**src/rtl/mem_arbiter.sv**
```systemverilog
// Two-port request/acknowledge arbiter sharing one single-port synchronous memory.
// Define MEM_ARB_FIXED_PRIO_EN for fixed priority (port 0 wins ties); default is round-robin.
module mem_arbiter #(
    parameter int ADDR_W = 32,
    parameter int DATA_W = 32
) (
    input  logic              clk,
    input  logic              reset,
    input  logic              req0,
    input  logic              req1,
    input  logic              we0,
    input  logic              we1,
    input  logic [ADDR_W-1:0] addr0,
    input  logic [ADDR_W-1:0] addr1,
    input  logic [DATA_W-1:0] wdata0,
    input  logic [DATA_W-1:0] wdata1,
    output logic              ack0,
    output logic              ack1,
    output logic [DATA_W-1:0] rdata0,
    output logic [DATA_W-1:0] rdata1,
    output logic              mem_en,
    output logic              mem_we,
    output logic [ADDR_W-1:0] mem_addr,
    output logic [DATA_W-1:0] mem_wdata,
    input  logic [DATA_W-1:0] mem_rdata,
    output logic              busy
);

    typedef enum logic [1:0] {
        IDLE   = 2'd0,
        ACCESS = 2'd1,
        RESP   = 2'd2
    } state_t;

    state_t state_q, state_d;
    logic   gnt_q, gnt_d;
    logic   tie_gnt;

`ifdef MEM_ARB_FIXED_PRIO_EN
    assign tie_gnt = 1'b0;
`else
    logic last_q, last_d;

    // last resets to 1 so port 0 wins the first tie
    always_ff @(posedge clk) begin
        if (reset) begin
            last_q <= 1'b1;
        end else begin
            last_q <= last_d;
        end
    end

    always_comb begin
        last_d = last_q;
        if (state_q == RESP) begin
            last_d = gnt_q;
        end
    end

    assign tie_gnt = ~last_q;
`endif

    always_ff @(posedge clk) begin
        if (reset) begin
            state_q <= IDLE;
            gnt_q   <= 1'b0;
        end else begin
            state_q <= state_d;
            gnt_q   <= gnt_d;
        end
    end

    always_comb begin
        state_d = state_q;
        gnt_d   = gnt_q;
        case (state_q)
            IDLE: begin
                if (req0 || req1) begin
                    state_d = ACCESS;
                    gnt_d   = (req0 && req1) ? tie_gnt : req1;
                end
            end
            ACCESS:  state_d = RESP;
            RESP:    state_d = IDLE;
            default: state_d = IDLE;
        endcase
    end

    // Outputs depend only on registered state plus the granted port's stable fields
    always_comb begin
        mem_en    = 1'b0;
        mem_we    = 1'b0;
        mem_addr  = '0;
        mem_wdata = '0;
        ack0      = 1'b0;
        ack1      = 1'b0;
        rdata0    = '0;
        rdata1    = '0;
        if (state_q == ACCESS) begin
            mem_en    = 1'b1;
            mem_we    = gnt_q ? we1 : we0;
            mem_addr  = gnt_q ? addr1 : addr0;
            mem_wdata = gnt_q ? wdata1 : wdata0;
        end
        if (state_q == RESP) begin
            if (gnt_q) begin
                ack1   = 1'b1;
                rdata1 = mem_rdata;
            end else begin
                ack0   = 1'b1;
                rdata0 = mem_rdata;
            end
        end
    end

    assign busy = (state_q == ACCESS) || (state_q == RESP);

endmodule

```
**config.mk**
```make
export PLATFORM = sky130hd
export DESIGN_NAME = mem_arbiter
export DESIGN_NICKNAME = d
export VERILOG_FILES = /design/src/rtl/mem_arbiter.sv
export SDC_FILE = /design/constraint.sdc
export NUM_CORES = 1
export LEC_CHECK = 0
export ABC_AREA = 1
export CORE_AREA = 10 10 109 111
export DETAILED_ROUTE_END_ITERATION = 16
export DIE_AREA = 0 0 119 121
export GPL_TIMING_DRIVEN = 0
export PLACE_DENSITY = 0.69
export SYNTH_ARGS = -nofsm -noshare
export SYNTH_HDL_FRONTEND = slang
export SYNTH_SLANG_ARGS = --single-unit
```
**constraint.sdc**
```tcl
create_clock -name clk -period 1.4 [get_ports clk]
set_input_delay 0.14 -clock clk [delete_from_list [all_inputs] [get_ports clk]]
set_output_delay 0.14 -clock clk [all_outputs]
set_load 0.01 [all_outputs]
```
==> results.py, run 1 <==
metrics = {
    "timing": {
        "fmax_mhz": 628,
        "max_slew_margin_pct": 79.5,
        "fin_crit_sh_pct": 114,
        "rsz0062_at_grt": "true",
        "period_needed_ns": 1.59,
        "fin_ws_ns": -0.193,
        "finClkSkew_ns": 0.000549,
        "hold_viol": 0,
        "slew_violations": 0,
        "finalSetupTns_ns": -12.42,
        "worst_slew_pin_slew_ns": 0.307,
        "finalSetupViolCount": 130,
    },
    "run_status": {
        "violations": "setup timing",
        "outcome": "complete, but fails checks",
    },
    "hold_path": {
        "hold_path_end": "gnt_q",
        "min-delay-path-class": "primary input to flip-flop",
        "hold_depth": 2,
        "min_from": "reset",
    },
    "power_and_ir_drop": {
        "comb_power_share_pct": 84.8,
        "p_sw_uw": 1020,
        "p_seq_share_pct": 5.7,
        "power.leakage_uw": 0.00272,
        "clkPwrFrac_pct": 9.5,
        "vdd_drop_max_mv": 0.340,
        "powerDensity_mw_per_mm2": 453,
        "switching_share_pct": 40.7,
        "p_int_uw": 1490,
    },
    "clock_network": {
        "cts_buffers": 3,
        "clock_latency_ns": 0.21,
        "clockBufferDepth": 2,
        "cts.sinks": 4,
        "tritoncts": "built",
        "htree_num_levels": 1,
        "clk_pin_slew_ns": 0.03,
        "cts_root_buf": "clkbuf_8",
        "hold_buffers": 0,
    },
    "synthesis": {
        "yosys.area.top_type": "nor2_1",
        "synth_top_area_share_pct": 46.5,
        "synth_warnings": 0,
        "synth_fp_nets": 521,
        "syn_area_mm2": 0.00158,
        "yosysSeqAreaShare_pct": 5.06,
        "syn_inst": 350,
        "ys_ff_latch": 4,
        "yosysUniqueCellTypes": 14,
        "postSynthAreaPerCell_um2": 4.52,
        "synthTopCellsByArea": "nor2_1 46%, o21ai_0 21%, inv_1 9.0%",
    },
    "worst_setup_path": {
        "r2r-start": "state_q[1]",
        "cp-start-kind": "flip-flop",
        "criticalPathCategory": "flip-flop to primary output",
        "r2r-end": "state_q[1]",
        "endpoint_kind": "primary output",
        "worstPathRequired_ns": 1.26,
        "reg2reg_depth": 6,
        "cp.arrival_ns": 1.45,
        "r2r_slack_ns": 0.23,
        "crit_fanout": 5,
    },
    "route": {
        "ant_nets": 0,
        "wl_mm": 15.4,
        "drc": 0,
        "drtIter0Drc": 134,
        "viasPerCell": 4.33,
        "vias": 3563,
        "wl_per_cell_um": 18.7,
        "first_pass_iters": 4,
    },
    "die": {
        "die_x_um": 119,
        "io-pin-count": 299,
        "coreArea_mm2": 0.00964,
        "die_area_mm2": 0.0144,
        "core.rowCount": 36,
        "die-height_um": 121,
        "initial_utilization_pct": 16.4,
    },
    "global_routing": {
        "track_usage_pct": 17.9,
        "antenna_found_initial": 0,
        "grt_max_degree": 11,
        "first_global_vias": 3478,
        "grt_pass1_wl_mm": 20.7,
        "grt_overflow": 0,
    },
    "final_layout": {
        "antennaDiodeCount": 0,
        "final_cells": 822,
        "layout.nets": 862,
        "area_growth_pct": 250,
        "drive_above_1_share_pct": 43.5,
    },
    "flow_run": {
        "max_cap_viol_count": 0,
    },
    "placement": {
        "dp.cells": 781,
        "numPortBuffers": 298,
        "dp_hpwl_mm": 11.7,
        "pre_cts_slack_ns": -0.840,
        "gp_congestion": 0.855,
    },
}
==> critical path, cell delays in order (launching register included) <==
cell,delay [ns]
dfxtp_4,0.35
inv_4,0.06
ha_4,0.19
buf_12,0.14
clkbuf_8,0.15
o21ai_0,0.08
nor2_1,0.12
buf_2,0.15
==> final cells by class <==
class / instances / area, um^2
Multi-Input combinational cell: 280 / 1700
Timing Repair Buffer: 336 / 3030
Clock buffer: 3 / 41.3
Tap cell: 133 / 166
Buffer: 27 / 360
Inverter: 39 / 159
Fill cell: 926 / 4100
Sequential cell: 4 / 91.3
==> per-layer routing <==
layer	wire [um]	global-route usage, %
met5	0	0
met4	200	1.45
met3	874	3.16
met2	8640	35.0
met1	5650	20.3
==> worst max-delay path by stage <==
| stage | from | end | slack (ns) | cells past startpoint |
|---|---|---|---|---|
| global placement | state_q[1] | mem_addr[28] | -0.85 | 7 |
| floorplan | state_q[1] | mem_addr[0] | 0.05 | 6 |
| global route | state_q[1] | mem_wdata[20] | -0.25 | 7 |
| finish | state_q[1] | mem_addr[17] | -0.19 | 7 |
| CTS | state_q[1] | mem_addr[10] | -0.19 | 7 |
| detailed placement | state_q[1] | mem_wdata[13] | -0.84 | 7 |
==> cells in the final DEF, fill, tap and decap left out <==
master / synthesis / layout
a21oi_1: 3 / 3
buf_12: 0 / 6
buf_16: 0 / 1
buf_2: 6 / 96
buf_4: 4 / 19
buf_6: 6 / 51
buf_8: 0 / 12
bufbuf_16: 0 / 1
clkbuf_16: 0 / 5
clkbuf_2: 0 / 5
clkbuf_8: 0 / 5
clkdlybuf4s50_1: 0 / 165
dfxtp_1: 4 / 1
dfxtp_4: 0 / 3
ha_1: 5 / 2
ha_4: 0 / 3
inv_1: 38 / 34
inv_2: 1 / 2
inv_4: 0 / 2
inv_8: 0 / 1
nand2_1: 7 / 4
nand2_2: 0 / 1
nand2_8: 0 / 2
nand3_1: 2 / 2
nor2_1: 196 / 143
nor2_2: 0 / 16
nor2_4: 0 / 37
o211ai_1: 1 / 1
o21ai_0: 66 / 10
o21ai_1: 0 / 24
o21ai_2: 0 / 32
==> through the flow <==
stage / total power (uW) / util [%] / hold slack, ns / area (um^2)
2_1_floorplan: 707 / - / 0.209 / 1580
3_3_place_gp: 1780 / 49.1 / 0.463 / 4730
3_5_place_dp: 1790 / 49.1 / 0.493 / 4730
4_1_cts: 2170 / 49.1 / 0.488 / 4730
5_1_grt: 2670 / 57.5 / 0.515 / 5540
6_report: 2510 / 57.5 / 0.492 / 5540
==> kinds of logic after synthesis <==
group	Yosys count	share of synthesized area (%)
AND/OR/NAND/NOR	205	48.8
AO/OA/AOI/OAI	70	22.3
buffers and inverters	66	19.9
adder cells (fa/ha/maj)	5	3.95
flip-flops	4	5.06
==> flip-flops by register name, indices dropped and copies added (netlist names) <==
register,flops
gnt_q,1
last_q,1
state_q,2
==> power groups by stage <==
| stage | registers [uW] | clock network [uW] | logic (uW) |
|---|---|---|---|
| floorplan | 136 | 0 | 571 |
| global placement | 139 | 0 | 1640 |
| detailed placement | 140 | 0 | 1650 |
| CTS | 143 | 241 | 1790 |
| global route | 148 | 255 | 2270 |
| finish | 144 | 238 | 2130 |
==> synthesized netlist by cell type <==
master / number
dfxtp_1: 4
buf_6: 6
nor2_1: 196
nand3_1: 2
ha_1: 5
clkbuf_1: 11
buf_2: 6
o211ai_1: 1
buf_4: 4
nand2_1: 7
inv_2: 1
o21ai_0: 66
a21oi_1: 3
inv_1: 38
==> timing repair <==
action / in CTS / in global routing
pin swaps: 20 / 43
gates resized for setup: 660 / 198
cloned: 11 / 3
buffers inserted: 14 / 11
setup endpoints to repair: 133 / 131
Power figures use the tool's default switching activity.
==> run 2: changes to the inputs <==
--- a/config.mk
+++ b/config.mk
@@ -11,6 +11,7 @@
 export DIE_AREA = 0 0 119 121
 export GPL_TIMING_DRIVEN = 0
 export PLACE_DENSITY = 0.69
+export SLEW_MARGIN = 30
 export SYNTH_ARGS = -nofsm -noshare
 export SYNTH_HDL_FRONTEND = slang
 export SYNTH_SLANG_ARGS = --single-unit
==> results of run 2 <==
Final layout, timing and power as in run 1 (identical DEF).
